==> src/rtl/simon_pkg.sv <==
// Shared widths, AXI response encodings and FSM state type for the Simon
// configuration-port AXI4-Lite master.
package simon_pkg;

  localparam int CFG_ADDR_WIDTH = 16;
  localparam int CFG_DATA_WIDTH = 32;

  localparam logic [1:0] RESP_OKAY   = 2'b00;
  localparam logic [1:0] RESP_EXOKAY = 2'b01;
  localparam logic [1:0] RESP_SLVERR = 2'b10;
  localparam logic [1:0] RESP_DECERR = 2'b11;

  typedef enum logic [2:0] {
    ST_IDLE    = 3'd0,
    ST_WR_REQ  = 3'd1,
    ST_WR_RESP = 3'd2,
    ST_RD_REQ  = 3'd3,
    ST_RD_DATA = 3'd4,
    ST_RESP    = 3'd5
  } axil_mst_state_t;

  // Add 0..2 stray beats to an 8-bit counter, sticking at 255.
  function automatic logic [7:0] sat_add8(input logic [7:0] v, input logic [1:0] n);
    logic [8:0] s;
    s = {1'b0, v} + {7'd0, n};
    return s[8] ? 8'hFF : s[7:0];
  endfunction

endpackage

==> src/rtl/simon_cfg_axil_master_if.sv <==
// AXI4-Lite bus bundle between the configuration master and its slave.
interface simon_cfg_axil_master_if #(
  parameter int ADDR_W = simon_pkg::CFG_ADDR_WIDTH,
  parameter int DATA_W = simon_pkg::CFG_DATA_WIDTH
) ();
  logic [ADDR_W-1:0]   awaddr;
  logic [2:0]          awprot;
  logic                awvalid;
  logic                awready;
  logic [DATA_W-1:0]   wdata;
  logic [DATA_W/8-1:0] wstrb;
  logic                wvalid;
  logic                wready;
  logic [1:0]          bresp;
  logic                bvalid;
  logic                bready;
  logic [ADDR_W-1:0]   araddr;
  logic [2:0]          arprot;
  logic                arvalid;
  logic                arready;
  logic [DATA_W-1:0]   rdata;
  logic [1:0]          rresp;
  logic                rvalid;
  logic                rready;

  modport master (
    output awaddr, awprot, awvalid, input awready,
    output wdata, wstrb, wvalid, input wready,
    input  bresp, bvalid, output bready,
    output araddr, arprot, arvalid, input arready,
    input  rdata, rresp, rvalid, output rready
  );

  modport slave (
    input  awaddr, awprot, awvalid, output awready,
    input  wdata, wstrb, wvalid, output wready,
    output bresp, bvalid, input bready,
    input  araddr, arprot, arvalid, output arready,
    output rdata, rresp, rvalid, input rready
  );
endinterface

==> src/rtl/simon_cfg_timeout_ctr.sv <==
// Response-wait counter: expired flags the LIMIT-th waiting cycle.
// LIMIT=0 disables expiry entirely.
module simon_cfg_timeout_ctr #(
  parameter int unsigned LIMIT = 256
) (
  input  logic clk_simon_cfg,
  input  logic rst_simon_cfg,
  input  logic clr,
  input  logic en,
  output logic expired
);
  localparam int unsigned CW       = (LIMIT > 2) ? $clog2(LIMIT) : 1;
  localparam int unsigned LIMIT_M1 = (LIMIT == 0) ? 0 : LIMIT - 1;

  logic [CW-1:0] cnt_reg;

  assign expired = (LIMIT != 0) && (cnt_reg == CW'(LIMIT_M1));

  // Count waiting cycles; clear wins so each response phase starts at zero.
  always_ff @(posedge clk_simon_cfg) begin
    if (rst_simon_cfg || clr) begin
      cnt_reg <= '0;
    end else if (en && !expired) begin
      cnt_reg <= cnt_reg + CW'(1);
    end
  end
endmodule

==> src/rtl/simon_cfg_axil_master.sv <==
// Command-port to AXI4-Lite master with independent AW/W handshakes,
// write-verify readback, response timeout and stray-beat counting.
module simon_cfg_axil_master #(
  parameter int          CFG_ADDR_WIDTH = simon_pkg::CFG_ADDR_WIDTH,
  parameter int          CFG_DATA_WIDTH = simon_pkg::CFG_DATA_WIDTH,
  parameter int unsigned TIMEOUT_CYCLES = 256
) (
  input  logic                        clk_simon_cfg,
  input  logic                        rst_simon_cfg,
  input  logic                        cmd_valid,
  output logic                        cmd_ready,
  input  logic                        cmd_write,
  input  logic                        cmd_verify,
  input  logic [CFG_ADDR_WIDTH-1:0]   cmd_addr,
  input  logic [CFG_DATA_WIDTH-1:0]   cmd_wdata,
  input  logic [CFG_DATA_WIDTH/8-1:0] cmd_wstrb,
  output logic                        rsp_valid,
  input  logic                        rsp_ready,
  output logic [CFG_DATA_WIDTH-1:0]   rsp_rdata,
  output logic [1:0]                  rsp_resp,
  output logic                        rsp_timeout,
  output logic                        rsp_mismatch,
  output logic [7:0]                  stray_cnt,
  simon_cfg_axil_master_if.master     simon_cfg
);
  import simon_pkg::*;

  localparam int STRB_W = CFG_DATA_WIDTH / 8;

  axil_mst_state_t             state_reg, state_next;
  logic                        awvalid_reg, awvalid_next, wvalid_reg, wvalid_next;
  logic                        arvalid_reg, arvalid_next;
  logic                        bready_reg, bready_next, rready_reg, rready_next;
  logic                        rsp_valid_reg, rsp_valid_next;
  logic [CFG_DATA_WIDTH-1:0]   rsp_rdata_reg, rsp_rdata_next;
  logic [1:0]                  rsp_resp_reg, rsp_resp_next;
  logic                        rsp_timeout_reg, rsp_timeout_next;
  logic                        rsp_mismatch_reg, rsp_mismatch_next;
  logic [CFG_ADDR_WIDTH-1:0]   addr_reg, addr_next;
  logic [CFG_DATA_WIDTH-1:0]   wdata_reg, wdata_next;
  logic [STRB_W-1:0]           wstrb_reg, wstrb_next;
  logic                        verify_reg, verify_next;
  logic [7:0]                  stray_cnt_reg;
  logic [STRB_W-1:0]           byte_diff;
  logic                        b_hs, r_hs, in_quiet, to_clr, to_en, to_expired;

  assign b_hs     = simon_cfg.bvalid && bready_reg;
  assign r_hs     = simon_cfg.rvalid && rready_reg;
  assign in_quiet = (state_reg == ST_IDLE) || (state_reg == ST_RESP);

  // Readback differs from the written data in some enabled byte lane.
  for (genvar gi = 0; gi < STRB_W; gi++) begin : g_byte_cmp
    assign byte_diff[gi] = wstrb_reg[gi] &&
                           (simon_cfg.rdata[gi*8 +: 8] != wdata_reg[gi*8 +: 8]);
  end

  // Waiting cycles are only counted in the two response phases.
  assign to_clr = ((state_next == ST_WR_RESP) && (state_reg != ST_WR_RESP)) ||
                  ((state_next == ST_RD_DATA) && (state_reg != ST_RD_DATA));
  assign to_en  = ((state_reg == ST_WR_RESP) && !simon_cfg.bvalid) ||
                  ((state_reg == ST_RD_DATA) && !simon_cfg.rvalid);

  simon_cfg_timeout_ctr #(.LIMIT(TIMEOUT_CYCLES)) u_timeout (
    .clk_simon_cfg (clk_simon_cfg),
    .rst_simon_cfg (rst_simon_cfg),
    .clr           (to_clr),
    .en            (to_en),
    .expired       (to_expired)
  );

  // Next-state and next-output logic; every output is registered below.
  always_comb begin
    state_next        = state_reg;
    awvalid_next      = awvalid_reg;
    wvalid_next       = wvalid_reg;
    arvalid_next      = arvalid_reg;
    rsp_valid_next    = rsp_valid_reg;
    rsp_rdata_next    = rsp_rdata_reg;
    rsp_resp_next     = rsp_resp_reg;
    rsp_timeout_next  = rsp_timeout_reg;
    rsp_mismatch_next = rsp_mismatch_reg;
    addr_next         = addr_reg;
    wdata_next        = wdata_reg;
    wstrb_next        = wstrb_reg;
    verify_next       = verify_reg;
    case (state_reg)
      ST_IDLE: begin
        if (cmd_valid) begin
          addr_next   = cmd_addr;
          wdata_next  = cmd_wdata;
          wstrb_next  = cmd_wstrb;
          verify_next = cmd_write && cmd_verify;
          if (cmd_write) begin
            state_next   = ST_WR_REQ;
            awvalid_next = 1'b1;
            wvalid_next  = 1'b1;
          end else begin
            state_next   = ST_RD_REQ;
            arvalid_next = 1'b1;
          end
        end
      end
      ST_WR_REQ: begin
        if (simon_cfg.awready) awvalid_next = 1'b0;
        if (simon_cfg.wready)  wvalid_next  = 1'b0;
        if ((!awvalid_reg || simon_cfg.awready) && (!wvalid_reg || simon_cfg.wready))
          state_next = ST_WR_RESP;
      end
      ST_WR_RESP: begin
        if (b_hs) begin
          if (verify_reg && (simon_cfg.bresp == RESP_OKAY)) begin
            state_next   = ST_RD_REQ;
            arvalid_next = 1'b1;
          end else begin
            state_next        = ST_RESP;
            rsp_valid_next    = 1'b1;
            rsp_rdata_next    = '0;
            rsp_resp_next     = simon_cfg.bresp;
            rsp_timeout_next  = 1'b0;
            rsp_mismatch_next = 1'b0;
          end
        end else if (to_expired) begin
          state_next        = ST_RESP;
          rsp_valid_next    = 1'b1;
          rsp_rdata_next    = '0;
          rsp_resp_next     = RESP_SLVERR;
          rsp_timeout_next  = 1'b1;
          rsp_mismatch_next = 1'b0;
        end
      end
      ST_RD_REQ: begin
        if (simon_cfg.arready) begin
          arvalid_next = 1'b0;
          state_next   = ST_RD_DATA;
        end
      end
      ST_RD_DATA: begin
        if (r_hs) begin
          state_next        = ST_RESP;
          rsp_valid_next    = 1'b1;
          rsp_rdata_next    = simon_cfg.rdata;
          rsp_resp_next     = simon_cfg.rresp;
          rsp_timeout_next  = 1'b0;
          rsp_mismatch_next = verify_reg && (|byte_diff);
        end else if (to_expired) begin
          state_next        = ST_RESP;
          rsp_valid_next    = 1'b1;
          rsp_rdata_next    = '0;
          rsp_resp_next     = RESP_SLVERR;
          rsp_timeout_next  = 1'b1;
          rsp_mismatch_next = 1'b0;
        end
      end
      ST_RESP: begin
        if (rsp_ready) begin
          rsp_valid_next = 1'b0;
          state_next     = ST_IDLE;
        end
      end
      default: state_next = ST_IDLE;
    endcase
    // B/R ready stay high in the quiet states so stray beats are drained.
    bready_next = (state_next == ST_IDLE) || (state_next == ST_WR_RESP) || (state_next == ST_RESP);
    rready_next = (state_next == ST_IDLE) || (state_next == ST_RD_DATA) || (state_next == ST_RESP);
  end

  // State, output and latched-command registers.
  always_ff @(posedge clk_simon_cfg) begin
    if (rst_simon_cfg) begin
      state_reg        <= ST_IDLE;
      awvalid_reg      <= 1'b0;
      wvalid_reg       <= 1'b0;
      arvalid_reg      <= 1'b0;
      bready_reg       <= 1'b0;
      rready_reg       <= 1'b0;
      rsp_valid_reg    <= 1'b0;
      rsp_rdata_reg    <= '0;
      rsp_resp_reg     <= '0;
      rsp_timeout_reg  <= 1'b0;
      rsp_mismatch_reg <= 1'b0;
      addr_reg         <= '0;
      wdata_reg        <= '0;
      wstrb_reg        <= '0;
      verify_reg       <= 1'b0;
      stray_cnt_reg    <= '0;
    end else begin
      state_reg        <= state_next;
      awvalid_reg      <= awvalid_next;
      wvalid_reg       <= wvalid_next;
      arvalid_reg      <= arvalid_next;
      bready_reg       <= bready_next;
      rready_reg       <= rready_next;
      rsp_valid_reg    <= rsp_valid_next;
      rsp_rdata_reg    <= rsp_rdata_next;
      rsp_resp_reg     <= rsp_resp_next;
      rsp_timeout_reg  <= rsp_timeout_next;
      rsp_mismatch_reg <= rsp_mismatch_next;
      addr_reg         <= addr_next;
      wdata_reg        <= wdata_next;
      wstrb_reg        <= wstrb_next;
      verify_reg       <= verify_next;
      stray_cnt_reg    <= sat_add8(stray_cnt_reg,
                                   {1'b0, in_quiet && b_hs} + {1'b0, in_quiet && r_hs});
    end
  end

  assign cmd_ready         = (state_reg == ST_IDLE) && !rst_simon_cfg;
  assign rsp_valid         = rsp_valid_reg;
  assign rsp_rdata         = rsp_rdata_reg;
  assign rsp_resp          = rsp_resp_reg;
  assign rsp_timeout       = rsp_timeout_reg;
  assign rsp_mismatch      = rsp_mismatch_reg;
  assign stray_cnt         = stray_cnt_reg;
  assign simon_cfg.awaddr  = addr_reg;
  assign simon_cfg.awprot  = 3'b000;
  assign simon_cfg.awvalid = awvalid_reg;
  assign simon_cfg.wdata   = wdata_reg;
  assign simon_cfg.wstrb   = wstrb_reg;
  assign simon_cfg.wvalid  = wvalid_reg;
  assign simon_cfg.bready  = bready_reg;
  assign simon_cfg.araddr  = addr_reg;
  assign simon_cfg.arprot  = 3'b000;
  assign simon_cfg.arvalid = arvalid_reg;
  assign simon_cfg.rready  = rready_reg;
endmodule

==> src/flat_wrapper.sv <==
// flat-port wrapper written by rule: the top's interface ports become plain ports
module simon_cfg_axil_master_flat import simon_pkg::*;
#(
  parameter int          CFG_ADDR_WIDTH = simon_pkg::CFG_ADDR_WIDTH,
  parameter int          CFG_DATA_WIDTH = simon_pkg::CFG_DATA_WIDTH,
  parameter int unsigned TIMEOUT_CYCLES = 256
)
  (clk_simon_cfg, rst_simon_cfg, cmd_valid, cmd_ready, cmd_write, cmd_verify, cmd_addr, cmd_wdata, cmd_wstrb, rsp_valid, rsp_ready, rsp_rdata, rsp_resp, rsp_timeout, rsp_mismatch, stray_cnt, simon_cfg_awaddr, simon_cfg_awprot, simon_cfg_awvalid, simon_cfg_awready, simon_cfg_wdata, simon_cfg_wstrb, simon_cfg_wvalid, simon_cfg_wready, simon_cfg_bresp, simon_cfg_bvalid, simon_cfg_bready, simon_cfg_araddr, simon_cfg_arprot, simon_cfg_arvalid, simon_cfg_arready, simon_cfg_rdata, simon_cfg_rresp, simon_cfg_rvalid, simon_cfg_rready);
  simon_cfg_axil_master_if #(.ADDR_W(16), .DATA_W(32)) simon_cfg_i ();
  input  logic clk_simon_cfg;
  input  logic rst_simon_cfg;
  input  logic cmd_valid;
  output logic cmd_ready;
  input  logic cmd_write;
  input  logic cmd_verify;
  input  logic [CFG_ADDR_WIDTH-1:0] cmd_addr;
  input  logic [CFG_DATA_WIDTH-1:0] cmd_wdata;
  input  logic [CFG_DATA_WIDTH/8-1:0] cmd_wstrb;
  output logic rsp_valid;
  input  logic rsp_ready;
  output logic [CFG_DATA_WIDTH-1:0] rsp_rdata;
  output logic [1:0] rsp_resp;
  output logic rsp_timeout;
  output logic rsp_mismatch;
  output logic [7:0] stray_cnt;
  output wire logic [$bits(simon_cfg_i.awaddr)-1:0] simon_cfg_awaddr;
  output wire logic [$bits(simon_cfg_i.awprot)-1:0] simon_cfg_awprot;
  output wire logic [$bits(simon_cfg_i.awvalid)-1:0] simon_cfg_awvalid;
  input wire logic [$bits(simon_cfg_i.awready)-1:0] simon_cfg_awready;
  output wire logic [$bits(simon_cfg_i.wdata)-1:0] simon_cfg_wdata;
  output wire logic [$bits(simon_cfg_i.wstrb)-1:0] simon_cfg_wstrb;
  output wire logic [$bits(simon_cfg_i.wvalid)-1:0] simon_cfg_wvalid;
  input wire logic [$bits(simon_cfg_i.wready)-1:0] simon_cfg_wready;
  input wire logic [$bits(simon_cfg_i.bresp)-1:0] simon_cfg_bresp;
  input wire logic [$bits(simon_cfg_i.bvalid)-1:0] simon_cfg_bvalid;
  output wire logic [$bits(simon_cfg_i.bready)-1:0] simon_cfg_bready;
  output wire logic [$bits(simon_cfg_i.araddr)-1:0] simon_cfg_araddr;
  output wire logic [$bits(simon_cfg_i.arprot)-1:0] simon_cfg_arprot;
  output wire logic [$bits(simon_cfg_i.arvalid)-1:0] simon_cfg_arvalid;
  input wire logic [$bits(simon_cfg_i.arready)-1:0] simon_cfg_arready;
  input wire logic [$bits(simon_cfg_i.rdata)-1:0] simon_cfg_rdata;
  input wire logic [$bits(simon_cfg_i.rresp)-1:0] simon_cfg_rresp;
  input wire logic [$bits(simon_cfg_i.rvalid)-1:0] simon_cfg_rvalid;
  output wire logic [$bits(simon_cfg_i.rready)-1:0] simon_cfg_rready;
  assign simon_cfg_awaddr = simon_cfg_i.awaddr;
  assign simon_cfg_awprot = simon_cfg_i.awprot;
  assign simon_cfg_awvalid = simon_cfg_i.awvalid;
  assign simon_cfg_i.awready = simon_cfg_awready;
  assign simon_cfg_wdata = simon_cfg_i.wdata;
  assign simon_cfg_wstrb = simon_cfg_i.wstrb;
  assign simon_cfg_wvalid = simon_cfg_i.wvalid;
  assign simon_cfg_i.wready = simon_cfg_wready;
  assign simon_cfg_i.bresp = simon_cfg_bresp;
  assign simon_cfg_i.bvalid = simon_cfg_bvalid;
  assign simon_cfg_bready = simon_cfg_i.bready;
  assign simon_cfg_araddr = simon_cfg_i.araddr;
  assign simon_cfg_arprot = simon_cfg_i.arprot;
  assign simon_cfg_arvalid = simon_cfg_i.arvalid;
  assign simon_cfg_i.arready = simon_cfg_arready;
  assign simon_cfg_i.rdata = simon_cfg_rdata;
  assign simon_cfg_i.rresp = simon_cfg_rresp;
  assign simon_cfg_i.rvalid = simon_cfg_rvalid;
  assign simon_cfg_rready = simon_cfg_i.rready;
  simon_cfg_axil_master #(.CFG_ADDR_WIDTH(CFG_ADDR_WIDTH), .CFG_DATA_WIDTH(CFG_DATA_WIDTH), .TIMEOUT_CYCLES(TIMEOUT_CYCLES)) u_core (.clk_simon_cfg(clk_simon_cfg), .rst_simon_cfg(rst_simon_cfg), .cmd_valid(cmd_valid), .cmd_ready(cmd_ready), .cmd_write(cmd_write), .cmd_verify(cmd_verify), .cmd_addr(cmd_addr), .cmd_wdata(cmd_wdata), .cmd_wstrb(cmd_wstrb), .rsp_valid(rsp_valid), .rsp_ready(rsp_ready), .rsp_rdata(rsp_rdata), .rsp_resp(rsp_resp), .rsp_timeout(rsp_timeout), .rsp_mismatch(rsp_mismatch), .stray_cnt(stray_cnt), .simon_cfg(simon_cfg_i));
endmodule
==> config.mk <==
export PLATFORM = sky130hd
export DESIGN_NAME = simon_cfg_axil_master_flat
export DESIGN_NICKNAME = d
export VERILOG_FILES = /design/src/rtl/simon_pkg.sv /design/src/rtl/simon_cfg_axil_master_if.sv /design/src/rtl/simon_cfg_timeout_ctr.sv /design/src/rtl/simon_cfg_axil_master.sv /design/src/flat_wrapper.sv
export SDC_FILE = /design/constraint.sdc
export NUM_CORES = 1
export LEC_CHECK = 0
export BUFFER_PORTS_ARGS = -buffer_cell sky130_fd_sc_hd__buf_2
export CAP_MARGIN = 20
export CORE_UTILIZATION = 47
export CTS_CLUSTER_DIAMETER = 150
export DETAILED_ROUTE_END_ITERATION = 8
export PLACE_DENSITY = 0.89
export SLEW_MARGIN = 0
export SYNTH_ARGS = -nofsm -noshare
export SYNTH_HDL_FRONTEND = slang
export SYNTH_SLANG_ARGS = --single-unit
==> constraint.sdc <==
create_clock -name clk_simon_cfg -period 3.3 [get_ports clk_simon_cfg]
set_clock_uncertainty 0.2 [all_clocks]
set_input_delay 0.33 -clock clk_simon_cfg [delete_from_list [all_inputs] [get_ports clk_simon_cfg]]
set_output_delay 0.33 -clock clk_simon_cfg [all_outputs]
set_load 0.02 [all_outputs]
# Word level (Yosys, flattened, before mapping)
# Cells that the tools add are included.
[totals]
word_cells = 141
regBits = 114
in_bits = 99
out_inout_bits = 125
[op_classes]
addsub = 3
n_mux = 48
reduce_logical = 48
n_eq_ne = 25
[op_table]
columns = ["operator", "n"]
rows = [
  ["32-bit two-way mux", 4],
  ["32-bit case mux with 2 select lines", 1],
  ["8-bit != test", 4],
  ["3-bit two-way mux", 8],
  ["1-bit two-way mux", 21],
  ["1-bit logical AND", 18],
  ["3-bit case mux with 6 select lines", 1],
  ["2-bit != test, second input constant", 8],
  ["3-bit equality test, second input constant", 4],
  ["1-bit logical OR", 10],
  ["2-bit two-way mux", 5],
  ["8-bit by 2-bit adder with 9-bit output", 1],
  ["3-bit by 2-bit equality test with 1-bit output, second input constant", 3],
  ["8-bit by 1-bit adder with 8-bit output, second input constant", 1],
  ["8-bit equality test, second input constant", 1],
  ["8-bit two-way mux", 1],
  ["1-bit case mux with 2 select lines", 4],
  ["4-bit AND reduction", 2],
  ["1-bit zero test", 6],
  ["3-bit zero test", 2],
  ["3-bit != test, second input constant", 2],
  ["1-bit case mux with 3 select lines", 2],
  ["6-bit AND reduction", 1],
  ["3-bit nonzero test", 2],
  ["10 further kinds", 12],
]

# Logic depth before layout (Yosys ltp)
[depth]
ltp_word = 9
depth_mapped = 10

# By module
# Synthesis repeated with hierarchy kept, for this count alone.
[hier_totals]
cells_unflattened = 603
area_unflattened_um2 = 5297.6
[by_module_without_submodules]
columns = ["module", "area_per_inst_um2", "cells_per_inst", "n_inst", "seq_area_each_um2"]
rows = [
  ["simon_cfg_axil_master", 4872.2, 554, 1, 2122.0],
  ["simon_cfg_timeout_ctr", 425.4, 49, 1, 160.2],
]

# Worst setup path after synthesis
# Ideal clock, no wire load.
[synth_path]
path_kind = "reg2reg"
start = "reg u_core.state_reg[0]"
end = "reg u_core.stray_cnt_reg[0] (netlist: u_core.stray_cnt[0])"
path_buffers = 2
setup_slack_ns = 0.991
path_stages_with_launch = 11
arrival_time_ns = 2.038
period_less_slack_ns = 2.309
path_cell_list = "dfxtp_1 > buf_2 > buf_4 > xor2_1 > nor3_1 > fa_1 > ha_1 > nand2_1 > nor2_1 > nand3_1 > a21oi_1"
[synth_between]
elab_chain_cells = 6
elab_cells_between_ends = 8
classes_between = "add/sub: 2; eq/ne: 1; mux: 1; reduce/logical: 4"
[synth_rtl]
columns = ["item", "line_no", "rtl"]
rows = [
  ["start: declaration", "simon_cfg_axil_master.sv:30", "axil_mst_state_t state_reg, state_next;"],
  ["start signal: assignment", "simon_cfg_axil_master.sv:187", "state_reg <= state_next;"],
  ["3-bit equality test / 3-bit zero test (equally long branches)", "simon_cfg_axil_master.sv:49", "assign in_quiet = (state_reg == ST_IDLE) || (state_reg == ST_RESP);"],
  ["1-bit logical OR (*)", "simon_cfg_axil_master.sv:49", ""],
  ["1-bit logical AND", "simon_cfg_axil_master.sv:203", "{1'b0, in_quiet && b_hs} + {1'b0, in_quiet && r_hs});"],
  ["1-bit by 1-bit adder with 2-bit output (*)", "simon_cfg_axil_master.sv:203", ""],
  ["8-bit by 2-bit adder with 9-bit output (*)", "simon_pkg.sv:25", "s = {1'b0, v} + {7'd0, n};"],
  ["8-bit two-way mux (*)", "simon_pkg.sv:26", "return s[8] ? 8'hFF : s[7:0];"],
  ["end signal: assignment", "simon_cfg_axil_master.sv:202", "stray_cnt_reg <= sat_add8(stray_cnt_reg,"],
  ["end: declaration", "simon_cfg_axil_master.sv:43", "logic [7:0] stray_cnt_reg;"],
]
# Mark *: on every way between the ends. The rest lies on a longest branch, timed or not.
# A chain may end at the register's enable or synchronous reset.

# Worst setup path in the final report
[layout_path]
start = "reg u_core.state_reg[0]"
end = "reg u_core.awvalid_reg (netlist: u_core.simon_cfg.awvalid)"
[layout_between]
elab_chain_cells = 3
elab_cells_between_ends = 8
classes_between = "eq/ne: 4; mux: 1; reduce/logical: 3"
[layout_rtl]
columns = ["item", "line_no", "rtl"]
rows = [
  ["3-bit by 1-bit equality test with 1-bit output / 3-bit zero test (equally long branches)", "simon_cfg_axil_master.sv:86", "case (state_reg)"],
  ["2-bit != test (no line) / 2-bit nonzero test (equally long branches)", "n/a", ""],
  ["4-bit AND reduction (no line)", "n/a", ""],
  ["end signal: assignment", "simon_cfg_axil_master.sv:188", "awvalid_reg <= awvalid_next;"],
  ["end: declaration", "simon_cfg_axil_master.sv:31", "logic awvalid_reg, awvalid_next, wvalid_reg, wvalid_next;"],
]
# Parallel ways exist; a longest one is shown, timed or not.

==> reports/metrics.cfg <==
[placement]
port_buffers=217
routabilityCongestion=0.857
dp_hpwl_um=10200
placed_cells=917
place_ws_ns=0.822

[outcome]
status=finished, final reports clean

[clock_network]
htreeDepth=4
tritoncts=built
cts_setup_buffers=0
cts_root_buffer=clkbuf_8
numCtsBuffers=17
clk_path_buf_depth=2
clkSlewWorstSetupHoldPaths_ns=0.06
insertion_delay_ns=0.50
clock-sinks=114

[timing]
fin_crit_sh_pct=95.5
worst-slew-pin-transition_ns=0.630
rsz0062_at_grt=no
setup_viol=0
relSlewSlack_pct=57.7
period_minus_slack_ns=3.15
finalHoldViolations=0
drv_slew=0
finalSetupTns_ns=0
setup_ws_ns=0.148
fmax_mhz=317

[detailed_routing]
drt_iter0_drc=460
wl_per_cell_um=17.2
vias=5625
wl_um=17900
drc_errors=0
ant_nets=0
first_pass_iters=5
viasPerCell=5.38

[logic_synthesis]
synth.most_common_cell=nand2_1
synth_top_cells_by_area=dfxtp_1 (45%), nand2_1 (13%), a21oi_1 (7.3%)
synth_area_um2=5060
synth_commonest_cells=nand2_1 (176), dfxtp_1 (114), a21oi_1 (74)
syn_area_per_cell_um2=8.32
synthCells=608
synth-seq-cells=114
ys_warn_count=0
ys_dominant_reg_cell=dfxtp_1
ys_seq_area_share_pct=45.1
synth_enable_flop_cells=0
synthArstFlopShare_pct=0
synth_cell_types=53
synth_top_area_share_pct=45.1
synth_top_cell_by_area=dfxtp_1

[job]
timing.max_cap.violations=0

[power_and_ir_drop]
peakVddDrop_v=0.000650
p_leak_nw=3.35
power_mw=5.13
powerDensity_nw_per_um2=669

[cells_and_area]
antennaDiodeCount=0
layout.cells.non_filler=1045
drive_gt1_share_pct=32.9
nets=998
fill_cells=694
syn_to_final_growth_pct=51.6
final_core_util_pct=74.0

[global_route]
overflow=0
grt_max_degree=57
grt_pass1_wl_um=27900
grtUsageTotal_pct=32.0
grt_pass1_vias=5731
antenna_found_initial=0

[critical_path]
r2r_start=u_core.state_reg[0]
rrSetupSlack_ns=0.15
start_kind=flop
timing.setup.critical_path_class=flop to flop
cp.arrival_ns=3.33
endpoint=u_core.simon_cfg.awvalid
startpoint=u_core.state_reg[0]
end_kind=flop
rr_worst_depth=9
crit_required_ns=3.48
r2r-end=u_core.simon_cfg.awvalid
crit_fanout=56

[die]
die_area_um2=11200
fp.dieH_um=106
die_x_um=106
start_util_pct=48.8
fp-row-count=37
ios=224
core_um2=10400

[min_path]
hold_path_class=primary input to flop

==> metal layers <==
layer	part of all wire (%)	up-vias	GRT usage [%]
li1	-	2572	-
met1	37	2643	33.3
met2	51	340	56.5
met3	8.4	70	10.0
met4	3.9	0	18.4
met5	0	-	0
==> worst min-delay path by stage <==
stage	from	to	slack, ns	cells past startpoint
finish	rsp_ready	u_core.rsp_valid	0.04	4
global route	rsp_ready	u_core.rsp_valid	0.05	4
CTS	rsp_ready	u_core.rsp_valid	0.001	4
detailed placement	u_core.rsp_valid	u_core.rsp_valid	0.24	2
global placement	u_core.rsp_valid	u_core.rsp_valid	0.23	2
floorplan	u_core.verify_reg	u_core.verify_reg	0.26	2
==> cell type report <==
| cell class | instances | area [µm²] | share of cell area [%] |
|---|---|---|---|
| multi-input cells | 434 | 2440 | 31.8 |
| clock inverters | 13 | 184 | 2.40 |
| clock buffers | 19 | 432 | 5.63 |
| inverters | 9 | 33.8 | 0.440 |
| flip-flops and latches | 114 | 2280 | 29.8 |
| well taps | 136 | 170 | 2.22 |
| repair buffers | 320 | 2130 | 27.8 |
==> where the power goes <==
part           switching [mW]  internal (mW)  leakage (nW)
registers               0.171           1.55         0.927
clock network           0.653           1.25         0.294
logic                   0.937          0.579          2.12
==> cells by family (layout without fill, tap and decap cells) <==
group / after synthesis / count (layout) / share of synthesized area [%]
compound gates: 135 / 135 / 17.8
xor+xnor: 45 / 45 / 7.79
fa+ha+maj: 3 / 3 / 0.890
buf+inv: 65 / 361 / 7.32
flops: 114 / 114 / 45.1
mux: 1 / 1 / 0.198
other cells: 1 / 6 / 0.0741
simple gates: 244 / 244 / 20.8
==> cell usage in the layout (no fill, tap or decap), types with 3 or more instances in the layout <==
cell and count:
nor3_1 6, o21ai_0 5, clkinv_2 3, buf_4 4
xnor2_1 35, buf_2 217, a21oi_1 74, dlygate4sd3_1 96
conb_1 6, clkinvlp_4 3, dfxtp_1 114, inv_1 9
nor2_1 23, nand2_1 175, xor2_1 10, nand3_1 7
a21oi_2 31, nand4_1 13, bufinv_16 4, clkbuf_16 16
==> stage by stage <==
| step | cell area (µm²) | hold WS (ns) |
|---|---|---|
| floorplan | 5080 | 0.259 |
| global placement | 6090 | 0.232 |
| detailed placement | 6090 | 0.238 |
| CTS | 7660 | 0.00133 |
| global route | 7670 | 0.0483 |
| finish | 7670 | 0.0414 |
==> critical path, cell delays in order, from the launching register on <==
cell,delay (ns)
dfxtp_1,0.31
buf_4,0.21
nor3_1,0.27
and2_2,0.22
buf_8,0.32
a21oi_1,0.13
dlygate4sd3_1,0.58
nor2_1,0.11
nor3_1,0.07
dlygate4sd3_1,0.60
==> timing repair <==
action,CTS,global route
hold buffers,96,0
hold endpoints to repair,90,0
endpoints found under the setup margin,0,1
resized for setup,0,3
Note: power is estimated with default switching activity, not from simulation.
